===== src/rtl/logicnet_input_stage.sv =====
// logicnet_input_stage: quantizes a stream of signed readout samples and packs
// NUM_FEAT of them into one registered, handshaked feature vector for the
// layer-0 neuron LUTs. The next vector is collected while the current one is
// held and drained, so the stage sustains one sample per cycle.
module logicnet_input_stage #(
    parameter int IN_W     = 16,
    parameter int NUM_FEAT = 2,
    parameter int QBITS    = 3,
    parameter int SHIFT    = 8,
    parameter int OFFSET   = 1024
) (
    input  logic                      clk,
    input  logic                      rst,
    input  logic signed [IN_W-1:0]    s_data,
    input  logic                      s_valid,
    input  logic                      s_last,
    output logic                      s_ready,
    output logic [NUM_FEAT*QBITS-1:0] m_data,
    output logic                      m_valid,
    input  logic                      m_ready,
    output logic                      err_frame
);

    localparam int IW = (NUM_FEAT > 2) ? $clog2(NUM_FEAT) : 1;
    localparam logic [IW-1:0] LAST = IW'(NUM_FEAT - 1);
    localparam logic signed [IN_W+1:0] OFF_EXT = (IN_W + 2)'(OFFSET);
    localparam logic signed [IN_W+1:0] QMAX    = (IN_W + 2)'((1 << QBITS) - 1);

    // Offset, arithmetic shift and clamp into [0, 2^QBITS-1]. Two guard bits
    // keep the offset add from overflowing for any sample value.
    function automatic logic [QBITS-1:0] quantize(input logic signed [IN_W-1:0] d);
        logic signed [IN_W+1:0] y;
        logic signed [IN_W+1:0] z;
        y = $signed({{2{d[IN_W-1]}}, d}) + OFF_EXT;
        z = y >>> SHIFT;
        if (z[IN_W+1])
            quantize = '0;
        else if (z > QMAX)
            quantize = '1;
        else
            quantize = z[QBITS-1:0];
    endfunction

    logic [IW-1:0]                     idx;
    logic [(NUM_FEAT-1)*QBITS-1:0]     coll;
    logic [QBITS-1:0]                  q;
    logic                              acc;
    logic                              is_final;

    assign q        = quantize(s_data);
    assign is_final = (idx == LAST);
    // Only the final slot can stall: it needs room in the output register.
    assign s_ready  = !rst && (!is_final || !m_valid || m_ready);
    assign acc      = s_valid && s_ready;

    // Index counter, framing check and output-valid tracking (load beats drain).
    always_ff @(posedge clk) begin
        if (rst) begin
            idx       <= '0;
            m_valid   <= 1'b0;
            err_frame <= 1'b0;
        end else begin
            err_frame <= 1'b0;
            if (m_valid && m_ready)
                m_valid <= 1'b0;
            if (acc) begin
                if (is_final) begin
                    idx     <= '0;
                    m_valid <= 1'b1;
                end else if (s_last) begin
                    idx       <= '0;
                    err_frame <= 1'b1;
                end else begin
                    idx <= idx + IW'(1);
                end
            end
        end
    end

    // Collection buffer and output register; the final feature bypasses the
    // buffer straight into the MSB slot of the output vector.
    always_ff @(posedge clk) begin
        if (rst) begin
            coll   <= '0;
            m_data <= '0;
        end else if (acc) begin
            if (is_final)
                m_data <= {q, coll};
            else if (!s_last)
                coll[idx*QBITS +: QBITS] <= q;
        end
    end

endmodule


===== config.mk =====
export PLATFORM = sky130hd
export DESIGN_NAME = logicnet_input_stage
export DESIGN_NICKNAME = d
export VERILOG_FILES = /design/src/rtl/logicnet_input_stage.sv
export SDC_FILE = /design/constraint.sdc
export NUM_CORES = 1
export LEC_CHECK = 0
export CORE_MARGIN = 4
export CORE_UTILIZATION = 36
export DETAILED_ROUTE_END_ITERATION = 16
export MAX_ROUTING_LAYER = met4
export PLACE_DENSITY_LB_ADDON = 0.08
export SYNTH_ARGS = -nofsm -noshare
export SYNTH_HDL_FRONTEND = slang
export SYNTH_SLANG_ARGS = --single-unit

===== constraint.sdc =====
create_clock -name clk -period 1.3 [get_ports clk]
set_input_delay 0.325 -clock clk [delete_from_list [all_inputs] [get_ports clk]]
set_output_delay 0.325 -clock clk [all_outputs]
set_load 0.02 [all_outputs]

## Word-level counts from Yosys, hierarchy flattened

Index checks and enable logic that the tools add are counted.

| word-level totals | value |
|---|---|
| bits in registers | 12 |
| bits of input ports | 21 |

| cells by class | value |
|---|---|
| add/subtract/negate cells | 3 |
| multiply operators | 1 |
| $lt $le $gt $ge | 1 |
| shift operators | 2 |
| muxes and demuxes | 9 |
| bitwise operators | 3 |
| reductions and logical operators | 11 |

Operator list:

| kind | number |
|---|---|
| negation 3 -> 34 bit | 1 |
| variable shift 3 x 34 -> 3 bit, first input constant | 1 |
| variable part select 3 x 34 -> 3 bit | 1 |
| adder 16 x 12 -> 17 bit, second input constant | 1 |
| > comparator 9 x 4 -> 1 bit, second input constant | 1 |
| 2-to-1 mux 1 bit | 6 |
| 2-to-1 mux 3 bit | 2 |
| bitwise mux 3 bit | 1 |
| logical AND 1 bit | 3 |
| logical NOT 1 bit | 3 |
| multiplier 1 x 2 -> 3 bit, second input constant | 1 |
| NOT 1 bit | 3 |
| AND reduction 3 bit | 1 |
| OR reduction 3 bit | 1 |
| logical OR 1 bit | 2 |
| AND reduction 2 bit | 1 |
| adder 1 bit, second input constant | 1 |

## Depth between registers and ports, before layout

Gate-level depths: netlist of the first run.

| logic depth | value |
|---|---|
| depth in word-level cells | 7 |
| gate-level depth with buffers | 6 |

## Worst setup path after synthesis of the first run

OpenSTA, ideal clock, no wires.

| timing path | value |
|---|---|
| path kind | input port to flip-flop |
| from | in s_data[10] |
| to | reg coll[0] |
| library setup time | 0.132 ns |
| arrival time | 1.188 ns |
| setup slack | -0.020 ns |
| stages on the path | 5 |
| cells stage by stage | inv_1 -> ha_1 -> a31o_2 -> a22oi_1 -> a21oi_1 |

| between the ends | value |
|---|---|
| longest elaborated chain between the ends | 6 |

Ends and longest elaborated chain:

| element | line | source |
|---|---|---|
| start: declaration | 14 | `input logic signed [IN_W-1:0] s_data,` |
| adder 16 x 12 -> 17 bit (*) | 34 | `y = $signed({{2{d[IN_W-1]}}, d}) + OFF_EXT;` |
| > comparator 9 x 4 -> 1 bit | 38 | `else if (z > QMAX)` |
| 2-to-1 mux 3 bit | 38 |  |
| 2-to-1 mux 3 bit (*) | 36 | `if (z[IN_W+1])` |
| variable part select 3 x 34 -> 3 bit (*) | 90 | `coll[idx*QBITS +: QBITS] <= q;` |
| bitwise mux 3 bit (*) | 90 |  |
| end signal: indexed assignment | 90 |  |
| end: declaration | 45 | `logic [(NUM_FEAT-1)*QBITS-1:0] coll;` |

Every way passes the cells marked *; elsewhere a longest branch is shown, timed or not.
A chain may end at the register's enable or synchronous reset.

## Worst setup path in the final report of the first run

| timing path | value |
|---|---|
| from | reg idx |
| to | reg coll[1] |

| between the ends | value |
|---|---|
| longest elaborated chain between the ends | 6 |

Ends and longest elaborated chain:

| element | line | source |
|---|---|---|
| start: declaration | 44 | `logic [IW-1:0] idx;` |
| start signal: assignment | 74 | `idx <= idx + IW'(1);` |
| parallel branches: the longest is 6 deep, another holds negation 3 -> 34 bit | - |  |

Parallel ways; which one is timed is not known.

==> out/results.ini, run 1 <==
[status]
status=finished with violations
violations=negative setup slack

[setup_path]
slowest_delay_ns=0.38
path_cells=buf_6 -> nor4b_4 -> a31oi_2 -> o21ai_1 -> a21oi_2
cp.arrival_ns=1.46
path_max_fanout=5
cp_slowest_cell=nor4b_4
worstSetupPathType=reg -> reg
crit_path_end_kind=flip-flop
cp-start-kind=flip-flop
critPathRequiredTime_ns=1.45

[drt]
drt-initial-drc-count=13
remaining_drc_errors=0
wl_mm=1.85
via_count=753
wire_per_inst_um=12.5
first_pass_iters=4
antenna_left=0
routed_via_density=5.09

[logic_synthesis]
synth_area_um2=662
yosys_warnings=0
synth_seq_cells=12
synth_cell_types=30
synthTopCellsByCount=dfxtp_1 (12), a21oi_1 (11), nand2_1 (9)
synth_most_common_cell=dfxtp_1
yosysSeqAreaShare=0.363
synth_cells=77
syn_nets=100
yosys.area.top_type=dfxtp_1
syn_area_per_cell_um2=8.60
synth_area_leaders=dfxtp_1 (36%), a21oi_1 (8.3%), o21ai_0 (5.3%)
synthArstFlopShare=0
yosys.area.top_type_share=0.363
synthFlopType=dfxtp_1
synth_edf_count=0

[sta]
clock-skew-final_ns=0.00433
tns_ns=-0.0196
period_minus_slack_ns=1.31
maxSlewViolCount=0
hold_viol=0
setup_viol=2
slew_headroom=0.760
max_freq_mhz=763
rsz0062_at_grt=true
finalWorstSetupSlack_ns=-0.0113
tightest_slew_ns=0.358
period_share=1.01

[final_layout]
drive_gt1_frac=0.472
fillers=144
nNetsFinal=147
n_antenna_cell=0
synthToLayoutAreaGrowth_pct=77.5
regArea_um2=243
fin_cells=148
multiInputGateArea_um2=490

[clock_network]
clock_latency_ns=0.27
cts_root_buf=clkbuf_4
cts.clk_slew.worst_paths_ns=0.07
cts_tree=yes
cts_sinks=12
hold_buffers=0
clockBufferDepth=2
h-tree-depth=1
numCtsBuffers=3

[power_and_ir_drop]
powerDensity_nw_per_um2=770
p_leak_nw=0.486
ir_drop_uv=637

[floorplan]
chipHeight_um=50.9
die_area_um2=2590
core.rowCount=15
core_area_um2=1730
start_util=0.383
io_pins=30
die_width_um=50.9

[place]
hpwl_mm=1.36
placed_cells=142
dp_slack_ns=-0.707
numPortBuffers=21
place_congestion=0.753

[grt]
grt_pass1_wl_mm=3.02
antenna_found_initial=0
grt_pass1_vias=746
grt_overflow=0
grt_max_degree=8
grt_usage=0.156

[job]
maxCapViolations=0

[worst_hold_path]
hold_path_class=in -> reg

-- worst max-delay path: cells and delay by family (launching register included) --
family,cells,cell delay (ns)
AO/OA/AOI/OAI,3,0.35
flip-flops,1,0.34
buffers and inverters,1,0.12
AND/OR/NAND/NOR,1,0.38
-- placed cells by master (no fill, tap or decap), types with 2 or more instances in the layout --
master	Yosys	final
dfxtp_2	0	2
a21oi_2	1	4
nand2_1	9	8
buf_6	1	2
dlygate4sd2_1	0	5
inv_1	4	3
nor3b_2	0	2
clkbuf_2	0	4
clkdlybuf4s50_1	0	2
dfxtp_1	12	10
a21oi_1	11	8
nand4_1	2	2
o21ai_0	7	6
buf_4	0	22
nor3_2	0	2
clkbuf_4	0	3
and3_1	2	2
clkdlybuf4s15_1	0	7
-- power breakdown --
part	switching (mW)	internal (mW)
sequential	0.00675	0.380
combinational	0.110	0.116
clock	0.121	0.170
-- registers in the layout, summed over array words and instances (netlist names) --
signal     count
coll           3
m_valid        1
idx            1
err_frame      1
m_data         6
-- metrics by stage --
step                hold WS (ns)  instance area (um^2)  total power, mW   util
finish                     0.382                  1170            0.904  0.680
detailed placement         0.444                  1050            0.600  0.608
CTS                        0.452                  1120            0.897  0.649
floorplan                  0.429                   667            0.474      -
global route               0.388                  1170            0.958  0.680
global placement           0.439                  1050            0.596  0.608
-- cells by family after synthesis --
logic type	share of synthesized area
buffers and inverters	0.0472
flip-flops	0.363
AND/OR/NAND/NOR	0.274
AO/OA/AOI/OAI	0.265
adder cells (fa/ha/maj)	0.0378
XOR/XNOR	0.0132
-- layer usage --
metal | share of wire | track usage | vias up
met3 | 0.045 | 0.0583 | 2
met4 | 0.0065 | 0.0135 | 0
met1 | 0.42 | 0.166 | 356
met2 | 0.52 | 0.285 | 17
met5 | 0 | - | -
li1 | - | - | 378
-- area by class of cell --
class	count	share of cell area
flip-flops and latches	12	0.207
clock buffers	4	0.0309
well taps	25	0.0266
repair buffers	44	0.306
multi-input cells	59	0.417
inverters	4	0.0128
-- final timing paths --
check	startpoint	to	slack (ns)	depth (start not counted)
min	rst	m_valid	0.38	3
max reg2reg	idx	coll[1]	-0.01	5
max	idx	coll[1]	-0.01	5
min reg2reg	m_data[1]	m_data[1]	0.45	2
-- what timing repair did --
| action | CTS | global route |
|---|---|---|
| setup buffers | 1 | 1 |
| hold endpoints to repair | 0 | 0 |
| gates resized for setup | 35 | 29 |
| pin swaps | 8 | 6 |
| endpoints found under the setup margin | 19 | 14 |
No activity file was read; power rests on OpenSTA's default activity.
==> run 2, diff against run 1 <==
==> constraint.sdc (replaced) <==
create_clock -name clk -period 1.3 [get_ports clk]
set_input_delay 0.13 -clock clk [delete_from_list [all_inputs] [get_ports clk]]
set_output_delay 0.13 -clock clk [all_outputs]
set_load 0.02 [all_outputs]
==> out/results.ini, run 2 (synthesis gave the netlist of run 1 again) <==
[power_and_ir_drop]
comb_power_share=0.222
p_clk_frac=0.338
sw_frac_of_total=0.255
p_leak_nw=0.506
power.internal_uw=660
power.switching_uw=226
seqPwrFrac=0.439
powerDensity_nw_per_um2=801
ir_drop_uv=512

[setup_path]
worstSetupPathType=in -> reg
critPathRequiredTime_ns=1.46
cp.buffers_inverters=2
crit_path_end_kind=flip-flop
critPathTopFamily=buffers and inverters
cp.arrival_ns=1.39
cp_slowest_cell=clkdlybuf4s50_1
cp-start-kind=input port
path_max_fanout=4
path_cells=clkdlybuf4s50_1 -> nand4_1 -> buf_4 -> a22oi_2 -> a21oi_1
slowest_delay_ns=0.50

[final_layout]
final_common_cell=buf_4
multiInputGateArea_um2=417
top_regs=m_data (6), coll (3)
regMostFlops=m_data
final_core_util=0.641
most-common-layout-cells=buf_4 (22), a21oi_1 (11), dfxtp_1 (11), dlygate4sd2_1 (10), nand2_1 (9)
largest_reg_flops=6
nNetsFinal=146
fin_cells=147
regArea_um2=241
synthToLayoutAreaGrowth_pct=67.1
n_antenna_cell=0
design_area_um2=1110
fillers=167
drive_gt1_frac=0.328

[drt]
drt-initial-drc-count=7
remaining_drc_errors=0
routed_via_density=4.95
wl_mm=1.69
antenna_left=0
via_count=728
first_pass_iters=4
wire_per_inst_um=11.5

[status]
status=finished, final reports clean

[floorplan]
chipHeight_um=50.9
core_area_um2=1730
io_pins=30
core.rowCount=15
start_util=0.383
die_width_um=50.9
die_area_um2=2590

[place]
place_congestion=0.716
placed_cells=142
hpwl_mm=1.33
placed_area_um2=1040
numPortBuffers=21

[clock_network]
cts.clk_slew.worst_paths_ns=0.08
cts_tree=yes
cts_root_buf=clkbuf_4
clock_latency_ns=0.28
numCtsBuffers=3
clockBufferDepth=2
cts_sinks=12
hold_buffers=0
h-tree-depth=1

[sta]
period_minus_slack_ns=1.23
setup_viol=0
hold_viol=0
maxSlewViolCount=0
tightest_slew_ns=0.335
clock-skew-final_ns=0.00764
period_share=0.944
max_freq_mhz=815
slew_headroom=0.776

[job]
maxCapViolations=0

[grt]
grt_overflow=0
antenna_found_initial=0
grt_usage=0.163
grt_max_degree=8
grt_pass1_vias=721
grt_pass1_wl_mm=3.08

[worst_hold_path]
hold_path_class=in -> reg

-- run 2: cell count changes in the layout (fill, tap and decap cells not counted), sizes merged --
| cell | previous run | this run |
|---|---|---|
| dlymetal6s2s | 1 | 3 |
| buf | 25 | 23 |
| clkbuf | 8 | 4 |
| dlygate4sd2 | 5 | 10 |
| clkdlybuf4s15 | 7 | 0 |
| clkdlybuf4s50 | 2 | 7 |
-- run 2: power groups by stage --
stage                     Combinational, mW  Sequential [mW]  Clock, mW
final                                 0.197            0.389      0.300
after global routing                  0.217            0.392      0.338
after CTS                             0.198            0.389      0.316
after detailed placement              0.198            0.397          0
after global placement                0.196            0.397          0
after floorplan                      0.0701            0.402          0
-- run 2: area by class of cell --
cell class                      instances  area share
Timing Repair Buffer                   43       0.330
Inverter                                4      0.0136
Multi-Input combinational cell         59       0.377
Tap cell                               25      0.0283
Sequential cell                        12       0.218
Clock buffer                            4      0.0328
-- run 2: tightest hold or removal path, stage by stage --
cell and delay [ns]:
dlymetal6s2s_1 0.14, buf_4 0.17, a311oi_1 0.04
-- run 2: layer usage --
metal	global-route usage	vias up	wire (um)
met2	0.243	11	769
met1	0.201	333	815
li1	-	380	-
met4	0.0493	0	17
met3	0.0671	4	82
met5	-	-	0
-- run 2: stage by stage --
stage | hold slack (ns) | setup WS (ns) | total power [mW] | TNS, ns
after CTS | 0.453 | 0.0198 | 0.902 | 0
after global routing | 0.260 | -0.00269 | 0.947 | -0.00287
after floorplan | 0.246 | 0.102 | 0.473 | 0
after global placement | 0.444 | -0.442 | 0.593 | -3.26
after detailed placement | 0.444 | -0.521 | 0.595 | -3.52
final | 0.234 | 0.0733 | 0.886 | 0
-- run 2: timing repair --
item                                    in CTS  in global routing
pin swaps                                    5                  4
gates cloned                                 0                  0
endpoints found under the hold margin        0                  0
setup buffers                                0                  1
endpoints found under the setup margin      15                  8
resized for setup                           17                  7
-- run 2: worst paths after layout --
kind | startpoint | endpoint | slack, ns | depth (start not counted)
max reg2reg | idx | m_data[4] | 0.12 | 4
min | rst | idx | 0.23 | 3
max | s_data[13] | coll[1] | 0.07 | 5
min reg2reg | coll[0] | m_data[0] | 0.45 | 2
==> run 3, diff against run 2 <==
- ABC_CLOCK_PERIOD_IN_PS: not set -> 1300
==> results of run 3 <==
No change in the layout: final DEF, timing and power equal those of run 2.
